`src/rtl/clk_div_pkg.sv`:
```
// Shared types for the programmable clock divider.
// State encoding is exported on state_o for debug.
package clk_div_pkg;

    localparam int ST_W = 2;

    typedef enum logic [ST_W-1:0] {
        STOP  = 2'd0,
        RUN   = 2'd1,
        PEND  = 2'd2,
        DRAIN = 2'd3
    } state_t;

endpackage

```
`src/rtl/clk_div_core.sv`:
```
// Half-period counter and registered clk_out/tick generator.
// load parks the output low; run advances the counter.
module clk_div_core
    import clk_div_pkg::*;
#(
    parameter int HALF_W = 8
) (
    input  logic              clk,
    input  logic              w_rst,
    input  logic              load,
    input  logic              run,
    input  logic [HALF_W-1:0] half,
    output logic              clk_out,
    output logic              tick,
    output logic              boundary
);

    logic [HALF_W-1:0] cnt_q, cnt_d;
    logic              clk_q, clk_d;
    logic              tick_q, tick_d;
    logic              wrap;

    assign wrap     = (cnt_q == half - HALF_W'(1));
    assign boundary = run & clk_q & wrap;
    assign clk_out  = clk_q;
    assign tick     = tick_q;

    // Count within a phase; toggle the output and flag rising edges on wrap.
    always_comb begin
        cnt_d  = cnt_q;
        clk_d  = clk_q;
        tick_d = 1'b0;
        if (load) begin
            cnt_d = '0;
            clk_d = 1'b0;
        end else if (run) begin
            if (wrap) begin
                cnt_d  = '0;
                clk_d  = ~clk_q;
                tick_d = ~clk_q;
            end else begin
                cnt_d = cnt_q + HALF_W'(1);
            end
        end
    end

    // Counter and output registers.
    always_ff @(posedge clk) begin
        if (w_rst) begin
            cnt_q  <= '0;
            clk_q  <= 1'b0;
            tick_q <= 1'b0;
        end else begin
            cnt_q  <= cnt_d;
            clk_q  <= clk_d;
            tick_q <= tick_d;
        end
    end

endmodule

```
`src/rtl/clk_div_ctrl.sv`:
```
// Run-time programmable clock divider controller.
// Ratio changes land only at the end of a high phase.
module clk_div_ctrl
    import clk_div_pkg::*;
#(
    parameter int HALF_W   = 8,
    parameter int DEF_HALF = 1
) (
    input  logic              clk,
    input  logic              w_rst,
    input  logic              en,
    input  logic              cfg_valid,
    input  logic [HALF_W-1:0] cfg_half,
    output logic              cfg_ready,
    output logic              clk_out,
    output logic              tick,
    output logic              busy,
    output logic [ST_W-1:0]   state_o
);

    state_t            state_q, state_d;
    logic [HALF_W-1:0] cur_half_q, cur_half_d;
    logic [HALF_W-1:0] pend_half_q, pend_half_d;
    logic              pend_vld_q, pend_vld_d;
    logic              accept;
    logic              pend_any;
    logic [HALF_W-1:0] new_half;
    logic [HALF_W-1:0] half_nx;
    logic              boundary;
    logic              load;

    assign accept    = cfg_valid & ~pend_vld_q;
    assign pend_any  = pend_vld_q | accept;
    assign new_half  = pend_vld_q ? pend_half_q : cfg_half;
    assign half_nx   = pend_any ? new_half : cur_half_q;
    assign cfg_ready = ~pend_vld_q;
    assign load      = (state_q == STOP);
    assign busy      = (state_q != STOP);
    assign state_o   = state_q;

    clk_div_core #(
        .HALF_W (HALF_W)
    ) u_core (
        .clk      (clk),
        .w_rst    (w_rst),
        .load     (load),
        .run      (~load),
        .half     (cur_half_q),
        .clk_out  (clk_out),
        .tick     (tick),
        .boundary (boundary)
    );

    // Next state, handshake capture and boundary-aligned ratio apply.
    always_comb begin
        state_d     = state_q;
        cur_half_d  = cur_half_q;
        pend_half_d = pend_half_q;
        pend_vld_d  = pend_vld_q;
        if (accept) begin
            pend_half_d = cfg_half;
            pend_vld_d  = 1'b1;
        end
        unique case (state_q)
            STOP: begin
                if (accept) begin
                    cur_half_d = cfg_half;
                    pend_vld_d = 1'b0;
                end
                if (en && (half_nx != '0)) begin
                    state_d = RUN;
                end
            end
            default: begin
                if (boundary) begin
                    if (pend_any) begin
                        cur_half_d = new_half;
                        pend_vld_d = 1'b0;
                    end
                    if (!en || (half_nx == '0)) begin
                        state_d = STOP;
                    end else begin
                        state_d = RUN;
                    end
                end else if (pend_any) begin
                    if ((state_q == DRAIN) && !en) begin
                        state_d = DRAIN;
                    end else begin
                        state_d = PEND;
                    end
                end else begin
                    state_d = en ? RUN : DRAIN;
                end
            end
        endcase
    end

    // Controller state registers.
    always_ff @(posedge clk) begin
        if (w_rst) begin
            state_q     <= STOP;
            cur_half_q  <= HALF_W'(DEF_HALF);
            pend_half_q <= '0;
            pend_vld_q  <= 1'b0;
        end else begin
            state_q     <= state_d;
            cur_half_q  <= cur_half_d;
            pend_half_q <= pend_half_d;
            pend_vld_q  <= pend_vld_d;
        end
    end

endmodule
```
`config.mk`:
```
export PLATFORM = sky130hd
export DESIGN_NAME = clk_div_ctrl
export DESIGN_NICKNAME = d
export VERILOG_FILES = /design/src/rtl/clk_div_pkg.sv /design/src/rtl/clk_div_core.sv /design/src/rtl/clk_div_ctrl.sv
export SDC_FILE = /design/constraint.sdc
export NUM_CORES = 1
export LEC_CHECK = 0
export CORE_UTILIZATION = 40
export DETAILED_ROUTE_END_ITERATION = 8
export PLACE_DENSITY_LB_ADDON = 0.15
export SYNTH_ARGS = -nofsm -noshare
export SYNTH_HDL_FRONTEND = slang
export SYNTH_SLANG_ARGS = --single-unit
```
`constraint.sdc`:
```
create_clock -name clk -period 2.8 [get_ports clk]
set_input_delay 0.56 -clock clk [delete_from_list [all_inputs] [get_ports clk]]
set_output_delay 0.56 -clock clk [all_outputs]
set_load 0.03 [all_outputs]
```
# Word level (Yosys, flattened, before mapping)
# Cells that the tools add are included.
# word_totals
regBits	29
out_inout_bits	6
# op_classes
n_addsub	2
n_eq_ne	4
muxes	17
n_bitwise	8
n_reduce_logical	13
# op_table
op	count
8-bit 2-to-1 mux	5
2-bit 2-to-1 mux	5
8-bit by 1-bit adder with 8-bit output (second input constant)	1
8-bit == test	1
8-bit zero test	1
8-bit nonzero test	1
8-bit by 1-bit subtractor with 8-bit output (second input constant)	1
1-bit 2-to-1 mux	7
3-bit OR reduction	2
1-bit NOT	4
2-bit nonzero test	2
1-bit AND	3
2-bit == test (second input constant)	1
1-bit logical AND	2
2-bit zero test	1
2-bit by 1-bit != test with 1-bit output (second input constant)	1
2-bit != test (second input constant)	1
2-bit AND reduction	1
2-bit OR reduction	1
1-bit zero test	1
1-bit logical OR	1
1-bit bitwise OR	1

# Depth between registers and ports, before layout
# Gate-level depths: netlist of run 1.
# depth
word_depth	9
ltp_mapped	9
depth_no_buf	8

# By module
# A second synthesis of run 1 with hierarchy kept.
# unflattened
hier_cells	189
hier_area_um2	1851.8
# by_module_without_submodules
mod	instances	cells_each	area_each_um2
clk_div_ctrl	1	110	1141.1
clk_div_core	1	79	710.7

# Worst setup path before layout of run 1
# Ideal clock, no wire load.
# synth_path
path_kind	register to register
from	register cur_half_q[0]
to	register cur_half_q[2]
arrival_time_ns	1.940
setup_slack_ns	0.723
path_stages_with_launch	10
synth_period_minus_slack_ns	2.077
cell_sequence	dfxtp_1 -> inv_1 -> ha_1 -> o21ba_1 -> a221oi_1 -> o22ai_1 -> nor3_4 -> buf_6 -> o21ai_1 -> nor3b_2
# synth_between
elab_chain_cells	5
# synth_rtl
item	line	text
start, declared	clk_div_ctrl.sv:22	logic [HALF_W-1:0] cur_half_q, cur_half_d;
start signal, assigned	clk_div_ctrl.sv:102	cur_half_q <= HALF_W'(DEF_HALF);
start signal, assigned	clk_div_ctrl.sv:107	cur_half_q <= cur_half_d;
8-bit by 1-bit subtractor with 8-bit output	clk_div_core.sv:23	assign wrap = (cnt_q == half - HALF_W'(1));
8-bit == test	clk_div_core.sv:23	
1-bit AND	clk_div_core.sv:24	assign boundary = run & clk_q & wrap;
2-bit nonzero test (no line)	--	
2-bit AND reduction (no line)	--	
# Every way passes these cells.
# A chain may end at the register's enable or synchronous reset.

# Worst setup path after layout of run 1
# Ends and elaborated chain as after synthesis.

==> impl_summary.txt, run 1 <==
----------------------------------------------------
[Drt]
  Number of vias after detailed routing ... 1,512
  Average detailed-routed wire length per instance ... 14.3 um
  Total length of routed wires ... 3910 um
  Vias/cell ... 5.54
  DRC viols ... 0
  Post-route ant nets ... 0
  Total iterations of the first detailed-routing run ... 4
  Initial DRC count ... 69

[STA]
  Total count of max-transition violations in the final report ... 0
  Worst setup margin ... 388 ps
  Setup repair after global routing missed its margin ... false
  Number of hold violations in the final report ... 0
  Fin crit period ... 2410 ps
  Least-Margin Pin Slew ... 417 ps
  Headroom to the max-slew limit ... 72.2%
  Number of setup violations in the final report ... 0
  Final cycle utilization of the critical path ... 86.1%
  Worst setup skew after layout ... 6.31 ps
  Post-route worst hold slack ... 456 ps
  Peak clock frequency supported by timing ... 415 MHz
  Total negative setup slack ... 0 ps

[Floorplan]
  Site Rows ... 23
  Starting Density ... 42.1%
  I/O pin cnt ... 18
  Floorplan die area ... 4500 um2
  Die extent in x ... 67.1 um
  Y dimension of the die ... 67.1 um
  Core area ... 4030 um2

[Synth]
  Avg Inst Size Synth ... 8.35 um2
  Number of register bits inferred by synthesis ... 29
  Netlist area before placement ... 1700 um2
  Count of flip-flops with a built-in enable after synthesis ... 0
  Sequential share of the synthesized area ... 34.2%
  Synth unique cells ... 47
  Synthesized netlist net count ... 217
  Leading post-synthesis cells by cell area ... sky130_fd_sc_hd__dfxtp_1 34%, sky130_fd_sc_hd__mux2i_1 7.7%, sky130_fd_sc_hd__nand2_1 6.9%
  Number of instances in the synthesized netlist ... 203
  Largest area contributor in the synthesized netlist ... sky130_fd_sc_hd__dfxtp_1
  Post-synth top area share ... 34.2%
  Ys Warns ... 0
  Most common flop cell mapped by yosys ... sky130_fd_sc_hd__dfxtp_1
  Proportion of register bits with asynchronous set or reset after synthesis ... 0%

[Clocking]
  Clock slew at reported path FFs ... 60 ps
  Clock sinks ... 29
  Total of hold buffers inserted after clock tree synthesis ... 0
  Number of clock buffers inserted by TritonCTS ... 5
  Maximum clock path buffer count ... 2
  Clock latency of the later-clocked register in the worst-skew pair ... 280 ps
  CTS tree ... yes
  Number of levels in the clock H-tree ... 2
  Root buffer selected by CTS ... sky130_fd_sc_hd__clkbuf_8
  Cts repair resizes ... 0
  Post-CTS setup repair buffer count ... 0

[Status]
  Result of the run ... complete, no violations

[Setup path]
  Kind of start point of the critical path ... register
  Critical path capture point type ... register
  Biggest fanout along the worst timing path ... 9
  Setup Crit Path Kind ... register to register
  Data required time at the worst endpoint ... 2960 ps
  Arrival time reported for the critical path endpoint ... 2570 ps

[Global routing]
  Overflow left after global routing ... 0
  Wire length of the first global-routing pass ... 6250 um
  Antenna violations before repair ... 0
  Number of global-route vias before repair ... 1,382
  Combined global-route utilization of all metal layers ... 19.1%
  Largest net degree at the start of global routing ... 22

[Worst hold path]
  Path type of the worst min-delay path ... register to register

[Layout]
  P&R area growth vs syn ... 18.6%
  Most frequent cells in the layout ... 31 x sky130_fd_sc_hd__nand2_1, 29 x sky130_fd_sc_hd__dfxtp_1, 17 x sky130_fd_sc_hd__nor2_1, 17 x sky130_fd_sc_hd__clkdlybuf4s50_1, 13 x sky130_fd_sc_hd__mux2i_1
  Finished Cell Area ... 2010 um2
  Share of cells above drive strength 1 ... 13.0%
  Antenna Diode Count ... 0
  Fin util ... 49.9%
  Non-Filler Instances ... 273
  Final nets ... 237
  Most common cell after layout, fill and taps aside ... sky130_fd_sc_hd__nand2_1

[Placed design]
  Half-perimeter wire length after placement ... 2950 um
  Worst slack at placement ... 347 ps
  Cell Count Post-Placement ... 266
  Port Buf Inserts ... 17
  Global placer's final weighted congestion ... 0.776
  DP Area ... 1920 um2

[Pwr]
  Total power density per cell area ... 771 nW/um2
  Worst VDD drop ... 417 uV
  Static leakage power ... 0.769 nW
  Final Power ... 1.55 mW

[Flow run]
  Max Cap Viol ... 0

----------------------------------------------------
sequential cells by signal (all words and copies together), names as in the netlist:
name and count:
pend_half_q 8, cur_half_q 8, pend_vld_q 1, u_core.clk_out 1, u_core.tick 1, u_core.cnt_q 8, state_o 2
power by group:
group	internal (mW)	switching, mW	total, mW
registers	0.476	0.0793	0.556
clock network	0.194	0.152	0.346
logic	0.279	0.371	0.649
total	0.950	0.602	1.55
synth_stat cells, types with 2 or more instances:
library cell                n
sky130_fd_sc_hd__buf_2      3
sky130_fd_sc_hd__xnor2_1    8
sky130_fd_sc_hd__nand4_1    2
sky130_fd_sc_hd__nor2_1    17
sky130_fd_sc_hd__clkbuf_1   6
sky130_fd_sc_hd__xor2_1     8
sky130_fd_sc_hd__dfxtp_1   29
sky130_fd_sc_hd__o21ai_0   11
sky130_fd_sc_hd__a21oi_1   12
sky130_fd_sc_hd__ha_1       2
sky130_fd_sc_hd__mux2i_1   13
sky130_fd_sc_hd__nand2b_1   2
sky130_fd_sc_hd__a211o_1    2
sky130_fd_sc_hd__inv_1      5
sky130_fd_sc_hd__nand3_1    4
sky130_fd_sc_hd__o21ai_1    2
sky130_fd_sc_hd__nand2_1   31
sky130_fd_sc_hd__nor3_2     3
sky130_fd_sc_hd__nor3_1     9
sky130_fd_sc_hd__nor3b_2    6
sky130_fd_sc_hd__nand3b_1   2
critical path, cell delays in order, from the launching register on:
cell and delay [ps]:
sky130_fd_sc_hd__dfxtp_1 430, sky130_fd_sc_hd__inv_1 70, sky130_fd_sc_hd__ha_1 270, sky130_fd_sc_hd__o21ba_1 200, sky130_fd_sc_hd__a221oi_1 280, sky130_fd_sc_hd__o22ai_1 210, sky130_fd_sc_hd__nor3_4 360, sky130_fd_sc_hd__buf_4 220
sky130_fd_sc_hd__o21ai_1 80, sky130_fd_sc_hd__nor3b_2 160
metal layers:
layer  GRT usage [%]  share of wire [%]  vias to the layer above
met4            7.18                1.7                        0
met1            22.6                 45                      712
met2            32.5                 49                       37
met5               0                  0                        -
li1                -                  -                      753
met3            5.31                3.8                       10
cell type report:
| class | instances | area, um2 |
|---|---|---|
| clock buffers | 7 | 86.3 |
| flip-flops and latches | 29 | 581 |
| inverters | 6 | 22.5 |
| repair buffers | 24 | 223 |
| well taps | 50 | 62.6 |
| multi-input cells | 157 | 1040 |
| fillers | 384 | 2020 |
final timing paths:
path | cells after the start | from | slack [ps] | to
worst max-delay path | 9 | cur_half_q[0] | 390 | cur_half_q[2]
worst min-delay path | 2 | pend_half_q[0] | 460 | pend_half_q[0]
worst max register to register | 9 | cur_half_q[0] | 390 | cur_half_q[2]
worst min register to register | 2 | pend_half_q[0] | 460 | pend_half_q[0]
cell families (layout without fill, tap and decap cells):
family / count (synthesis) / count (layout) / share of synthesized area, %
AND/OR/NAND/NOR: 86 / 86 / 28.1
AO/OA/AOI/OAI: 40 / 40 / 15.6
flip-flops: 29 / 29 / 34.2
buffers and inverters: 17 / 37 / 4.65
XOR/XNOR: 16 / 16 / 8.27
multiplexers: 13 / 13 / 7.67
adder cells (fa/ha/maj): 2 / 2 / 1.48
Note: power is estimated with default switching activity, not from simulation.
==> run 2: changes to the inputs <==
--- a/config.mk
+++ b/config.mk
@@ -10,4 +10,5 @@
 export PLACE_DENSITY_LB_ADDON = 0.15
 export SYNTH_ARGS = -nofsm -noshare
 export SYNTH_HDL_FRONTEND = slang
+export SYNTH_HIERARCHICAL = 1
 export SYNTH_SLANG_ARGS = --single-unit
==> run 2 against run 1 <==
  * Wire length is 4.6% higher
  * Core utilization down 0.73 points
  * Synthesized area grew 9.2%
==> impl_summary.txt, run 2 <==
----------------------------------------------------
[Placed design]
  Port Buf Inserts ... 17
  Half-perimeter wire length after placement ... 3060 um
  Global placer's final weighted congestion ... 0.772

[Layout]
  Share of cells above drive strength 1 ... 23.4%
  Combined area of the multi-input logic cells ... 1170 um2
  P&R area growth vs syn ... 17.2%
  Most common cell after layout, fill and taps aside ... sky130_fd_sc_hd__dfxtp_1
  Antenna Diode Count ... 0
  Combined flip-flop and latch cell area ... 582 um2
  Most frequent cells in the layout ... 28 x sky130_fd_sc_hd__dfxtp_1, 25 x sky130_fd_sc_hd__nand2_1, 17 x sky130_fd_sc_hd__nor2_1, 17 x sky130_fd_sc_hd__clkdlybuf4s50_1, 10 x sky130_fd_sc_hd__a21oi_1
  Number of filler cells placed in the layout ... 404
  Final nets ... 227
  Largest registers ... cur_half_q: 8 flops, pend_half_q: 8 flops, u_core/cnt_q: 8 flops

[Synth]
  Leading post-synthesis cells by cell area ... sky130_fd_sc_hd__dfxtp_1 31%, sky130_fd_sc_hd__mux2i_4 7.3%, sky130_fd_sc_hd__a2111oi_2 5.7%
  Netlist area before placement ... 1850 um2
  Number of register bits inferred by synthesis ... 29
  Synth unique cells ... 49
  Sequential share of the synthesized area ... 31.4%
  Number of instances in the synthesized netlist ... 189
  Count of flip-flops with a built-in enable after synthesis ... 0
  Top cells by instance count after synthesis ... 29 x sky130_fd_sc_hd__dfxtp_1, 25 x sky130_fd_sc_hd__nand2_1, 17 x sky130_fd_sc_hd__nor2_1, 10 x sky130_fd_sc_hd__a21oi_1
  Ys Warns ... 6
  Proportion of register bits with asynchronous set or reset after synthesis ... 0%
  Largest area contributor in the synthesized netlist ... sky130_fd_sc_hd__dfxtp_1
  Library cell with the highest instance count after synthesis ... sky130_fd_sc_hd__dfxtp_1
  Most common flop cell mapped by yosys ... sky130_fd_sc_hd__dfxtp_1
  Synthesized netlist net count ... 203
  Avg Inst Size Synth ... 9.80 um2
  Post-synth top area share ... 31.4%

[Global routing]
  Overflow left after global routing ... 0
  Largest net degree at the start of global routing ... 21
  Combined global-route utilization of all metal layers ... 18.1%
  Wire length of the first global-routing pass ... 6840 um
  Antenna violations before repair ... 0
  Number of global-route vias before repair ... 1,436

[Setup path]
  Data required time at the worst endpoint ... 2980 ps
  Setup Crit Path Kind ... register to register
  Kind of start point of the critical path ... register
  Critical path capture point type ... register
  Beginning of the critical path ... cur_half_q[1]
  Worst reg2reg path endpoint ... cur_half_q[1]
  Crit path to ... cur_half_q[1]
  Flop2flop setup slack ... 300 ps
  Biggest fanout along the worst timing path ... 7
  Startpoint of the lowest-slack register-to-register path ... cur_half_q[1]
  Arrival time reported for the critical path endpoint ... 2680 ps
  Path depth of the worst reg2reg path ... 12

[Pwr]
  Power spent charging and discharging nets ... 417 uW
  Part of the power in combinational logic ... 32.8%
  Worst VDD drop ... 283 uV
  Total power density per cell area ... 562 nW/um2
  Reg power frac ... 39.9%
  Switching part of the total power ... 34.2%
  Final Power ... 1.22 mW
  Portion of total power attributed to the clock network ... 27.3%
  Static leakage power ... 0.780 nW
  Total internal power ... 804 uW

[Drt]
  Average detailed-routed wire length per instance ... 15.4 um
  Total iterations of the first detailed-routing run ... 4
  DRC viols ... 0
  Initial DRC count ... 48
  Vias/cell ... 5.51
  Total length of routed wires ... 4090 um
  Number of vias after detailed routing ... 1,466
  Post-route ant nets ... 0

[Worst hold path]
  Path type of the worst min-delay path ... register to register

[Clocking]
  Maximum clock path buffer count ... 2
  Clock latency of the later-clocked register in the worst-skew pair ... 280 ps
  Root buffer selected by CTS ... sky130_fd_sc_hd__clkbuf_8
  Clock slew at reported path FFs ... 60 ps
  Number of levels in the clock H-tree ... 2
  CTS tree ... yes
  Number of clock buffers inserted by TritonCTS ... 5
  Clock sinks ... 29

[STA]
  Headroom to the max-slew limit ... 72.5%
  Setup repair after global routing missed its margin ... false
  Worst setup skew after layout ... 7.66 ps
  Total negative setup slack ... 0 ps
  Final cycle utilization of the critical path ... 89.3%
  Post-route worst hold slack ... 470 ps
  Number of setup violations in the final report ... 0
  Total count of max-transition violations in the final report ... 0
  Least-Margin Pin Slew ... 409 ps
  Peak clock frequency supported by timing ... 400 MHz
  Fin crit period ... 2500 ps
  Number of hold violations in the final report ... 0

[Floorplan]
  Core area ... 4410 um2
  Y dimension of the die ... 70.0 um
  I/O pin cnt ... 18
  Floorplan die area ... 4910 um2
  Starting Density ... 42.0%
  Die extent in x ... 70.0 um
  Site Rows ... 24

[Flow run]
  Max Cap Viol ... 0

[Status]
  Result of the run ... complete, no violations

----------------------------------------------------
==> run 2: cell types whose count changed after synthesis, moves of 3 or more <==
cell | before | now
sky130_fd_sc_hd__a2111oi_2 | 0 | 7
sky130_fd_sc_hd__buf_2 | 3 | 0
sky130_fd_sc_hd__clkbuf_1 | 6 | 3
sky130_fd_sc_hd__mux2_4 | 0 | 7
sky130_fd_sc_hd__mux2i_1 | 13 | 2
sky130_fd_sc_hd__mux2i_4 | 0 | 6
sky130_fd_sc_hd__nand2_1 | 31 | 25
sky130_fd_sc_hd__nand4_1 | 2 | 7
sky130_fd_sc_hd__nor3b_2 | 6 | 1
sky130_fd_sc_hd__o21ai_0 | 11 | 3
==> run 2: logic make-up (layout without fill, tap and decap cells) <==
family                   after synthesis  count (layout)  synth area share [%]
AO/OA/AOI/OAI                         31              31                  14.9
adder cells (fa/ha/maj)                2               2                  1.35
flip-flops                            29              29                  31.4
buffers and inverters                 12              37                  5.27
XOR/XNOR                              18              18                  9.32
AND/OR/NAND/NOR                       81              81                  23.1
multiplexers                          16              16                  14.7
==> run 2: worst min path at each step <==
stage / from / endpoint / slack [ps] / depth (start not counted)
detailed placement: pend_half_q[0] / pend_half_q[0] / 470 / 2
CTS: pend_half_q[0] / pend_half_q[0] / 480 / 2
finish: pend_half_q[7] / pend_half_q[7] / 470 / 2
global placement: pend_half_q[7] / pend_half_q[7] / 450 / 2
floorplan: pend_half_q[0] / pend_half_q[0] / 440 / 2
global route: pend_half_q[7] / pend_half_q[7] / 500 / 2
==> run 2: metal layers <==
layer	track usage (%)	vias up	share of wire, %
met4	7.33	0	2.0
met1	22.8	686	47
met5	0	-	0
met2	29.2	42	46
met3	4.76	11	4.7
li1	-	727	-
==> run 2: power by group through the flow <==
stage | clock (mW) | combinational, mW | sequential, mW
CTS | 0.345 | 0.399 | 0.486
finish | 0.333 | 0.400 | 0.487
global placement | 0 | 0.388 | 0.494
floorplan | 0 | 0.300 | 0.492
global route | 0.362 | 0.431 | 0.492
detailed placement | 0 | 0.398 | 0.496
==> run 2: what timing repair did <==
item / CTS / global route
setup endpoints to repair: 0 / 7
hold buffers: 0 / 0
buffers inserted: 0 / 1
resized for setup: 0 / 1
==> run 2: layout make-up <==
type | count | share of cell area [%]
Inverter | 5 | 2.07
Timing Repair Buffer | 24 | 10.3
Clock inverter | 2 | 0.461
Sequential cell | 29 | 26.8
Tap cell | 52 | 3.00
Clock buffer | 6 | 3.34
Multi-Input combinational cell | 148 | 54.1
==> run 2: through the flow <==
step	utilization [%]	instances	worst slack, ps	instance area, um2
2_1_floorplan	-	189	310	1850
3_3_place_gp	47.1	257	318	2080
3_5_place_dp	47.1	257	202	2080
4_1_cts	49.0	265	182	2160
5_1_grt	49.2	266	55.0	2170
6_report	49.2	266	299	2170
==> run 2: critical path, stage by stage (launching register included) <==
cell                        delay (ps)
sky130_fd_sc_hd__dfxtp_1           400
sky130_fd_sc_hd__inv_1              60
sky130_fd_sc_hd__ha_1              250
sky130_fd_sc_hd__nor3b_2           200
sky130_fd_sc_hd__xnor2_1           160
sky130_fd_sc_hd__nor3_2            210
sky130_fd_sc_hd__nand4_1           160
sky130_fd_sc_hd__a21oi_2           150
sky130_fd_sc_hd__and2_1            170
sky130_fd_sc_hd__nand2_1           140
sky130_fd_sc_hd__nand2_4           130
sky130_fd_sc_hd__nor2_1             60
sky130_fd_sc_hd__a2111oi_2         320
==> run 3: changes to the inputs <==
--- a/config.mk
+++ b/config.mk
@@ -7,7 +7,7 @@
 export LEC_CHECK = 0
 export CORE_UTILIZATION = 40
 export DETAILED_ROUTE_END_ITERATION = 8
-export PLACE_DENSITY_LB_ADDON = 0.15
+export PLACE_DENSITY = 0.6
 export SYNTH_ARGS = -nofsm -noshare
 export SYNTH_HDL_FRONTEND = slang
 export SYNTH_HIERARCHICAL = 1
==> run 3 against run 2 <==
  * Die area unchanged
  * Total power is 0.13% lower
  * Combinational power is essentially flat
  * Sequential cell count unchanged
  * Maximum frequency shrank 4.0%
  * Wire length up 1.9%
  * Clock skew fell by 3.6 ps
  * Critical path depth stayed put
  * Worst setup slack worse by 100 ps
  * Critical path type unchanged
  * Critical endpoint is now cur_half_q[5]
  * Largest cell class unchanged
  * Largest power group unchanged
==> impl_summary.txt, run 3 (synthesis results as in run 2) <==
----------------------------------------------------
[Placed design]
  Global placer's final weighted congestion ... 0.846
  Port Buf Inserts ... 17
  DP Area ... 2080 um2
  Half-perimeter wire length after placement ... 3090 um
  Cell Count Post-Placement ... 257
  Worst slack at placement ... 122 ps

[Floorplan]
  Site Rows ... 24
  Y dimension of the die ... 70.0 um
  Die extent in x ... 70.0 um
  Floorplan die area ... 4910 um2
  I/O pin cnt ... 18
  Core area ... 4410 um2
  Starting Density ... 42.0%

[Global routing]
  Overflow left after global routing ... 0
  Combined global-route utilization of all metal layers ... 18.0%
  Wire length of the first global-routing pass ... 6980 um
  Number of global-route vias before repair ... 1,519
  Largest net degree at the start of global routing ... 21
  Antenna violations before repair ... 0

[Pwr]
  Switching part of the total power ... 34.3%
  Static leakage power ... 0.775 nW
  Worst VDD drop ... 228 uV
  Total internal power ... 801 uW
  Total power density per cell area ... 564 nW/um2
  Reg power frac ... 40.0%
  Part of the power in combinational logic ... 32.6%
  Power spent charging and discharging nets ... 418 uW
  Final Power ... 1.22 mW
  Portion of total power attributed to the clock network ... 27.4%

[Setup path]
  Kind of start point of the critical path ... register
  Worst path top cell family by delay ... simple AND/OR/NAND/NOR gates
  Biggest fanout along the worst timing path ... 7
  Arrival time reported for the critical path endpoint ... 2780 ps
  Sum of buffers and inverters on the critical path ... 1
  Cells traversed along the worst timing path ... inv_1 > ha_1 > nor3b_2 > xnor2_1 > nor3_2 > nand4_1 > a21oi_2 > and2_1 > nand2_1 > nand2_4 > nor2_1 > a2111oi_2
  Data required time at the worst endpoint ... 2970 ps
  Slowest stage cell on the critical path ... sky130_fd_sc_hd__dfxtp_1
  Critical path capture point type ... register
  Setup Crit Path Kind ... register to register
  Maximum cell stage delay along the critical path ... 400 ps

[Clocking]
  Number of levels in the clock H-tree ... 2
  CTS tree ... yes
  Maximum clock path buffer count ... 2
  Clock slew at reported path FFs ... 70 ps
  Number of clock buffers inserted by TritonCTS ... 5
  Root buffer selected by CTS ... sky130_fd_sc_hd__clkbuf_8
  Total of hold buffers inserted after clock tree synthesis ... 0
  Clock sinks ... 29
  Clock latency of the later-clocked register in the worst-skew pair ... 280 ps

[Layout]
  Share of cells above drive strength 1 ... 23.0%
  Finished Cell Area ... 2160 um2
  Antenna Diode Count ... 0
  P&R area growth vs syn ... 16.8%
  Largest registers ... cur_half_q: 8 flops, pend_half_q: 8 flops, u_core/cnt_q: 8 flops
  Non-Filler Instances ... 265
  Final nets ... 226
  Most common cell after layout, fill and taps aside ... sky130_fd_sc_hd__dfxtp_1
  Fin util ... 49.0%
  Most frequent cells in the layout ... 28 x sky130_fd_sc_hd__dfxtp_1, 25 x sky130_fd_sc_hd__nand2_1, 17 x sky130_fd_sc_hd__nor2_1, 17 x sky130_fd_sc_hd__clkdlybuf4s50_1, 10 x sky130_fd_sc_hd__a21oi_1

[Drt]
  Post-route ant nets ... 0
  Vias/cell ... 5.50
  DRC viols ... 0
  Initial DRC count ... 70
  Number of vias after detailed routing ... 1,457
  Total length of routed wires ... 4170 um
  Average detailed-routed wire length per instance ... 15.7 um
  Total iterations of the first detailed-routing run ... 4

[STA]
  Total count of max-transition violations in the final report ... 0
  Least-Margin Pin Slew ... 357 ps
  Headroom to the max-slew limit ... 76.0%
  Setup repair after global routing missed its margin ... false
  Worst setup margin ... 194 ps
  Number of setup violations in the final report ... 0
  Total negative setup slack ... 0 ps
  Final cycle utilization of the critical path ... 93.1%
  Worst setup skew after layout ... 4.05 ps
  Peak clock frequency supported by timing ... 384 MHz
  Number of hold violations in the final report ... 0
  Post-route worst hold slack ... 462 ps
  Fin crit period ... 2610 ps

[Flow run]
  Max Cap Viol ... 0

[Status]
  Result of the run ... complete, no violations

[Worst hold path]
  Path type of the worst min-delay path ... register to register

----------------------------------------------------
-- run 3: worst paths after layout --
path	start	end	slack, ps	depth (start not counted)
hold / removal	pend_half_q[7]	pend_half_q[7]	460	2
setup / recovery	cur_half_q[1]	cur_half_q[5]	190	12
hold reg to reg	pend_half_q[7]	pend_half_q[7]	460	2
setup reg to reg	cur_half_q[1]	cur_half_q[5]	190	12
-- run 3: power by group through the flow --
| stage | Combinational (mW) | Sequential [mW] | Clock (mW) |
|---|---|---|---|
| after floorplan | 0.300 | 0.492 | 0 |
| after global placement | 0.390 | 0.494 | 0 |
| after detailed placement | 0.398 | 0.496 | 0 |
| after CTS | 0.399 | 0.487 | 0.347 |
| after global routing | 0.429 | 0.492 | 0.364 |
| final | 0.398 | 0.487 | 0.334 |
-- run 3: cell type report --
class | count | area (um2)
fill | 419 | 2250
multi-input combinational | 148 | 1170
sequential | 29 | 582
timing repair buffer | 23 | 215
clock buffer | 6 | 72.6
tap | 52 | 65.1
inverter | 5 | 45.0
clock inverter | 2 | 10.0
-- run 3: tightest hold or removal path: stages (launching register included) --
cell	delay, ps
sky130_fd_sc_hd__dfxtp_1	310
sky130_fd_sc_hd__nand2_1	50
sky130_fd_sc_hd__a21oi_1	60
-- run 3: what timing repair did --
item                                    4_1_cts  5_1_grt
endpoints found under the setup margin        0        7
gates resized for setup                       0        1
setup buffers                                 0        0
hold endpoints to repair                      0        0
-- run 3: layer usage --
metal | up-vias | wire length [um] | track usage, %
met3 | 8 | 143 | 4.18
met5 | - | 0 | 0
li1 | 724 | - | -
met1 | 696 | 1990 | 22.8
met2 | 29 | 1980 | 29.8
met4 | 0 | 59 | 6.22
